`src/rtl/cla_pkg.sv`:
```
// Shared constants and helpers for the carry-lookahead adder.
package cla_pkg;

    // Width of one lookahead group.
    localparam int CLA_GROUP_W = 4;

    // Number of 4-bit groups in a word of the given width.
    function automatic int cla_num_groups(input int width);
        return width / CLA_GROUP_W;
    endfunction

endpackage

```
`src/rtl/cla4_group.sv`:
```
// Combinational 4-bit carry-lookahead group.
// Outputs the sum bits plus the group propagate/generate for the next lookahead level.
module cla4_group (
    input  logic [3:0] a,
    input  logic [3:0] b,
    input  logic       cin,
    output logic [3:0] s,
    output logic       grp_p,
    output logic       grp_g
);

    logic [3:0] p_s;
    logic [3:0] g_s;
    logic [3:0] c_s;

    assign p_s = a ^ b;
    assign g_s = a & b;

    // Each internal carry is fully expanded from g/p/cin, so no carry ripples.
    assign c_s[0] = cin;
    assign c_s[1] = g_s[0] | (p_s[0] & cin);
    assign c_s[2] = g_s[1] | (p_s[1] & g_s[0]) | (p_s[1] & p_s[0] & cin);
    assign c_s[3] = g_s[2] | (p_s[2] & g_s[1]) | (p_s[2] & p_s[1] & g_s[0])
                  | (p_s[2] & p_s[1] & p_s[0] & cin);

    assign s = p_s ^ c_s;

    // The group generate is independent of cin, so the upper level can use it directly.
    assign grp_p = &p_s;
    assign grp_g = g_s[3] | (p_s[3] & g_s[2]) | (p_s[3] & p_s[2] & g_s[1])
                 | (p_s[3] & p_s[2] & p_s[1] & g_s[0]);

endmodule

```
`src/rtl/cla_adder.sv`:
```
// Registered carry-lookahead adder: {cout, sum} = a + b + cin, one cycle latency.
// 4-bit lookahead groups feed a second-level lookahead unit that produces
// each group's carry-in; results are captured only when in_valid is high.
module cla_adder
    import cla_pkg::*;
#(
    parameter int WIDTH = 4
) (
    input  logic             clk,
    input  logic             rst_n,
    input  logic             in_valid,
    input  logic [WIDTH-1:0] a,
    input  logic [WIDTH-1:0] b,
    input  logic             cin,
    output logic             out_valid,
    output logic [WIDTH-1:0] sum,
    output logic             cout,
    output logic             grp_p,
    output logic             grp_g
);

    localparam int NG = cla_num_groups(WIDTH);

    if (((WIDTH % CLA_GROUP_W) != 0) || (WIDTH < CLA_GROUP_W)) begin : g_bad_width
        $fatal(1, "cla_adder: WIDTH must be a positive multiple of 4");
    end

    logic [NG-1:0]    gp_s;
    logic [NG-1:0]    gg_s;
    logic [NG:0]      gc_s;
    logic [WIDTH-1:0] sum_s;
    logic             word_p_s;
    logic             word_g_s;

    logic             out_valid_r;
    logic [WIDTH-1:0] sum_r;
    logic             cout_r;
    logic             grp_p_r;
    logic             grp_g_r;

    // Carry into group k, expanded as a sum of products over group P/G (no ripple):
    // c[k] = G[k-1] | P[k-1]G[k-2] | ... | P[k-1..0]c0
    function automatic logic carry_into(input logic [NG-1:0] p,
                                        input logic [NG-1:0] g,
                                        input logic          c0,
                                        input int            k);
        logic acc_v;
        logic prod_v;
        acc_v = c0;
        for (int j = 0; j < k; j++) begin
            acc_v = acc_v & p[j];
        end
        for (int j = 0; j < k; j++) begin
            prod_v = g[j];
            for (int m = j + 1; m < k; m++) begin
                prod_v = prod_v & p[m];
            end
            acc_v = acc_v | prod_v;
        end
        return acc_v;
    endfunction

    for (genvar gi = 0; gi < NG; gi++) begin : g_grp
        cla4_group u_grp (
            .a     (a[gi*CLA_GROUP_W +: CLA_GROUP_W]),
            .b     (b[gi*CLA_GROUP_W +: CLA_GROUP_W]),
            .cin   (gc_s[gi]),
            .s     (sum_s[gi*CLA_GROUP_W +: CLA_GROUP_W]),
            .grp_p (gp_s[gi]),
            .grp_g (gg_s[gi])
        );
    end

    // Second-level lookahead: group carry-ins and whole-word propagate/generate.
    always_comb begin
        gc_s    = '0;
        gc_s[0] = cin;
        for (int k = 1; k <= NG; k++) begin
            gc_s[k] = carry_into(gp_s, gg_s, cin, k);
        end
        word_p_s = &gp_s;
        word_g_s = carry_into(gp_s, gg_s, 1'b0, NG);
    end

    // Output register stage: capture on in_valid, otherwise hold; valid is a one-cycle strobe.
    always_ff @(posedge clk or negedge rst_n) begin
        if (!rst_n) begin
            out_valid_r <= 1'b0;
            sum_r       <= '0;
            cout_r      <= 1'b0;
            grp_p_r     <= 1'b0;
            grp_g_r     <= 1'b0;
        end else begin
            out_valid_r <= in_valid;
            if (in_valid) begin
                sum_r   <= sum_s;
                cout_r  <= gc_s[NG];
                grp_p_r <= word_p_s;
                grp_g_r <= word_g_s;
            end else begin
                sum_r   <= sum_r;
                cout_r  <= cout_r;
                grp_p_r <= grp_p_r;
                grp_g_r <= grp_g_r;
            end
        end
    end

    assign out_valid = out_valid_r;
    assign sum       = sum_r;
    assign cout      = cout_r;
    assign grp_p     = grp_p_r;
    assign grp_g     = grp_g_r;

endmodule

```
`config.mk`:
```
export PLATFORM = sky130hd
export DESIGN_NAME = cla_adder
export DESIGN_NICKNAME = d
export VERILOG_FILES = /design/src/rtl/cla_pkg.sv /design/src/rtl/cla4_group.sv /design/src/rtl/cla_adder.sv
export SDC_FILE = /design/constraint.sdc
export NUM_CORES = 1
export LEC_CHECK = 0
export BUFFER_PORTS_ARGS = -buffer_cell sky130_fd_sc_hd__buf_4
export CORE_AREA = 2 2 39 41
export CTS_BUF_LIST = sky130_fd_sc_hd__clkbuf_16
export DETAILED_ROUTE_END_ITERATION = 10
export DIE_AREA = 0 0 41 43
export PLACE_DENSITY = 0.67
export SLEW_MARGIN = 10
export SYNTH_ARGS = -nofsm -noshare
export SYNTH_HDL_FRONTEND = slang
export SYNTH_SLANG_ARGS = --single-unit
```
`constraint.sdc`:
```
create_clock -name clk -period 0.9 [get_ports clk]
set_input_delay 0 -clock clk [delete_from_list [all_inputs] [get_ports clk]]
set_output_delay 0 -clock clk [all_outputs]
set_load 0.03 [all_outputs]
```
Word-level counts from Yosys, hierarchy flattened
Index checks and enable logic that the tools add are counted.
{ "word_totals": {"out_inout_bits": 8, "register_bits": 8, "input_bits": 12, "elab_cells": 34} }
{ "classes": {"n_bitwise": 28, "n_reduce_logical": 1} }
{ "ops": {"columns": ["cell", "count"], "rows": [
  ["$and 1x1->1", 15],
  ["$or 1x1->1", 10],
  ["$xor 4x4->4", 2],
  ["$and 4x4->4", 1],
  ["$reduce_and 4->1", 1]
]} }

Logic depth before layout (Yosys ltp)
{ "depth": {"depth_word": 6, "ltp_mapped": 4, "depth_no_buf": 4} }

By module
From an unflattened synthesis, not the netlist that was laid out.
{ "hier_totals": {"cells_unflattened": 40, "area_unflattened_um2": 498.0} }
{ "by_module_without_submodules": {"columns": ["mod", "cells_per_inst", "area_each_um2", "n_inst", "seq_area_each_um2"], "rows": [
  ["cla_adder", 18, 315.3, 1, 200.2],
  ["cla4_group", 22, 182.7, 1, 0.0]
]} }

Least setup slack after synthesis
No wires, ideal clock.
{ "synth_timing": {"path_kind": "input port to flip-flop", "start": "in a[1]", "end": "reg cout_r (netlist: cout)", "required_time_ps": 765, "setup_time_ps": 135, "arrival_ps": 1033, "slack_ps": -268, "path_buffers": 0, "cell_stages": 4, "cell_sequence": "ha_1 -> a21o_2 -> a2111oi_2 -> o22ai_1"} }
{ "synth_via": {"elab_chain_len": 5, "word_cells_on_any_way": 10, "cone_classes": "bitwise (9); reduce/logical (1)"} }
{ "synth_rtl": {"columns": ["item", "line", "text"], "rows": [
  ["start: declaration", "cla_adder.sv:12", "input logic [WIDTH-1:0] a,"],
  ["$and 4x4->4 / $xor 4x4->4 (equally long branches)", "cla4_group.sv:17, cla4_group.sv:16", null],
  ["$and 1x1->1, on equally long branches", "cla4_group.sv:30, cla4_group.sv:31", null],
  ["$or 1x1->1 / $and 1x1->1 (equally long branches)", "cla4_group.sv:30, cla4_group.sv:31", null],
  ["$or 1x1->1", "cla4_group.sv:31", "| (p_s[3] & p_s[2] & p_s[1] & g_s[0]);"],
  ["$or 1x1->1 *", "cla_adder.sv:58", "acc_v = acc_v | prod_v;"],
  ["end signal: assignment", "cla_adder.sv:97", "cout_r <= gc_s[NG];"],
  ["end signal: assignment", "cla_adder.sv:102", "cout_r <= cout_r;"],
  ["end: declaration", "cla_adder.sv:37", "logic cout_r;"]
]} }
Every way passes the cells marked *; elsewhere a longest branch is shown, timed or not.
A chain may end at the register's enable or synchronous reset.

Final worst setup path
Ends and elaborated chain as after synthesis.

==> results.sh <==
export IMPL_syn_area_per_cell_um2=10.1
export IMPL_synth_ff_type="dfrtp_1"
export IMPL_cp_top_family="compound AO/OA/AOI/OAI gates"
export IMPL_yosys_area_share_simple=0.203
export IMPL_die_h_um=43
export IMPL_syn_num_nets=67
export IMPL_antennaDiodeCount=0
export IMPL_cp_arrival_ns=1.00
export IMPL_htreeDepth=1
export IMPL_die_w_um=41
export IMPL_leakagePower_nw=0.437
export IMPL_hold_viol_final=0
export IMPL_ir_drop_mv=1.74
export IMPL_viasPerCell=5.06
export IMPL_syn_inst=50
export IMPL_setup_tns_ns=0
export IMPL_initial_core_util=0.364
export IMPL_cts_clk_slew_worst_paths_ns=0.04
export IMPL_grt_pass1_vias=551
export IMPL_seqCellArea_um2=201
export IMPL_place_hpwl_um=977
export IMPL_grt_pass1_wl_um=2310
export IMPL_synth_top_family_by_area="simple AND/OR/NAND/NOR gates"
export IMPL_clock_tree_root_cell="clkbuf_16"
export IMPL_worstPathRequired_ns=1.00
export IMPL_end_kind="flop"
export IMPL_synth_cell_types=27
export IMPL_hold_path_class="in2reg"
export IMPL_place_area_um2=783
export IMPL_layout_drive_gt1_share=0.553
export IMPL_fp_dieArea_mm2=0.00176
export IMPL_finalSetupViolCount=0
export IMPL_rsz0062_at_grt="yes"
export IMPL_crit_fanout=4
export IMPL_maxCapViolations=0
export IMPL_grt_ovfl_total=0
export IMPL_ys_async_sr_fraction=1.00
export IMPL_dp_cells=91
export IMPL_cts_buffer_depth=2
export IMPL_cp_buffers_inverters=1
export IMPL_wl_um=1390
export IMPL_antenna_found_initial=0
export IMPL_seq_area_frac_synth=0.397
export IMPL_synthMuxAreaShare=0.0223
export IMPL_clk_latency_ns=0.23
export IMPL_drv_slew=0
export IMPL_run_status="completed"
export IMPL_synth_edf_count=0
export IMPL_fp_row_count=14
export IMPL_period_minus_slack_ns=0.897
export IMPL_portBuffers=19
export IMPL_worst_slew_pin_slew_ns=0.283
export IMPL_routabilityCongestion=0.758
export IMPL_startpoint_type="input pin"
export IMPL_critical_path_class="in2reg"
export IMPL_p_per_area_mw_per_mm2=1880
export IMPL_fmax_ghz=1.11
export IMPL_ios=20
export IMPL_fill_cells=115
export IMPL_vias=511
export IMPL_post_route_period_util=0.997
export IMPL_drt_first_pass_iters=2
export IMPL_drt_iter0_drc=16
export IMPL_netlist_area_um2=504
export IMPL_synth_seq_cells=8
export IMPL_num_nets_final=103
export IMPL_ant_nets=0
export IMPL_synth_compound_area_share=0.154
export IMPL_cts_buffers=3
export IMPL_multi_input_area_um2=352
export IMPL_remaining_drc_errors=0
export IMPL_crit_slowest_cell="a2111oi_4"
export IMPL_slowest_delay_ns=0.31
export IMPL_syn2layout_area_growth_pct=86.1
export IMPL_grt_start_max_net_pins=9
export IMPL_cts_tree="built"
export IMPL_fin_skew_ns=0
export IMPL_routedWlPerCell_um=13.7
export IMPL_slew_headroom=0.812
export IMPL_path_cells="buf_6 -> ha_4 -> a21o_4 -> a2111oi_4 -> o22ai_1"
export IMPL_design_area_um2=938
export IMPL_yosysWarnings=0
export IMPL_core_area_mm2=0.00138
export IMPL_numClockSinks=8
export IMPL_stdcell_count=101
export IMPL_synth_xor_area_share=0.0174
export IMPL_synth_adder_area_share=0.139
export IMPL_globalRouteTotalUtil=0.196
## cells in the final DEF (no fill, tap or decap), drive strengths merged
cell type    count
buf             30
dfrtp            8
inv              7
nand2            5
ha               4
nor2             3
nand3            3
clkbuf           3
dlygate4sd3      2
and2             2
a21o             1
a2111oi          1
and4             1
a2111o           1
nor2b            1
and3b            1
a221oi           1
o22ai            1
o2bb2ai          1
o21ai            1
a21oi            1
o2111ai          1
or4              1
or3              1
nand4            1
xnor2            1
mux2             1
fa               1
## repair_timing
item | CTS | global route
resized for setup | 7 | 0
setup buffers | 4 | 0
setup endpoints to repair | 4 | 4
cloned | 0 | 0
hold endpoints to repair | 9 | 0
pin swaps | 5 | 0
hold buffers | 2 | 0
## power by group
group          internal (mW)  leakage (nW)  switching (mW)  total [mW]
clock network          0.579        0.0423           0.178       0.757
registers              0.414        0.0954          0.0320       0.446
logic                  0.286         0.300           0.277       0.563
## sequential cells by signal, summed over array words and instances (netlist names)
name	flops
grp_p	1
sum	4
out_valid	1
grp_g	1
cout	1
## final timing paths
| path | startpoint | to | slack, ns | cells after the start |
|---|---|---|---|---|
| setup / recovery | a[1] | cout | 0.003 | 5 |
| hold / removal | in_valid | sum[1] | 0.07 | 2 |
| setup reg to reg | sum[3] | sum[3] | 0.01 | 2 |
| hold reg to reg | sum[0] | sum[0] | 0.49 | 2 |
| max in group asynchronous | rst_n | sum[3] | 0.62 | 2 |
| min in group asynchronous | rst_n | sum[0] | 0.14 | 2 |
## kinds of logic after synthesis
logic type | Yosys count
multiplexers | 1
flip-flops | 8
AND/OR/NAND/NOR | 19
AO/OA/AOI/OAI | 9
adder cells (fa/ha/maj) | 5
buffers and inverters | 7
XOR/XNOR | 1
## worst reg2reg max path, stage by stage (launching register included)
cell and delay [ns]:
dfrtp_2 0.42, a221oi_2 0.23, nand3_1 0.11
## per-stage QoR
step / hold slack (ns) / util / total power [mW] / worst slack [ns]
detailed placement: -0.177 / 0.566 / 0.950 / -0.263
global route: 0.0855 / 0.678 / 1.85 / -0.0474
global placement: -0.178 / 0.566 / 0.942 / -0.250
finish: 0.0749 / 0.678 / 1.77 / 0.00251
floorplan: -0.296 / - / 0.734 / -0.0732
CTS: 0.0751 / 0.678 / 1.78 / -0.00394
## cells in the mapped netlist (all sizes together) (2+ instances only)
cell,count,share of area
nor2,3,0.022
and2,2,0.025
inv,6,0.045
ha,4,0.099
dfrtp,8,0.40
nand2,5,0.037
nand3,3,0.030
## per-layer routing
layer	vias to the layer above	share of wire	track usage
met5	-	0	0
met4	0	0	0.0400
met3	0	0.049	0.0628
met2	14	0.55	0.347
met1	244	0.40	0.213
li1	253	-	-
## layout make-up
cell class | instances | share of cell area
repair buffers | 32 | 0.281
multi-input cells | 35 | 0.375
clock buffers | 3 | 0.0800
clock inverters | 1 | 0.00400
flip-flops and latches | 8 | 0.215
well taps | 16 | 0.0213
inverters | 6 | 0.0240
Power figures use the tool's default switching activity.
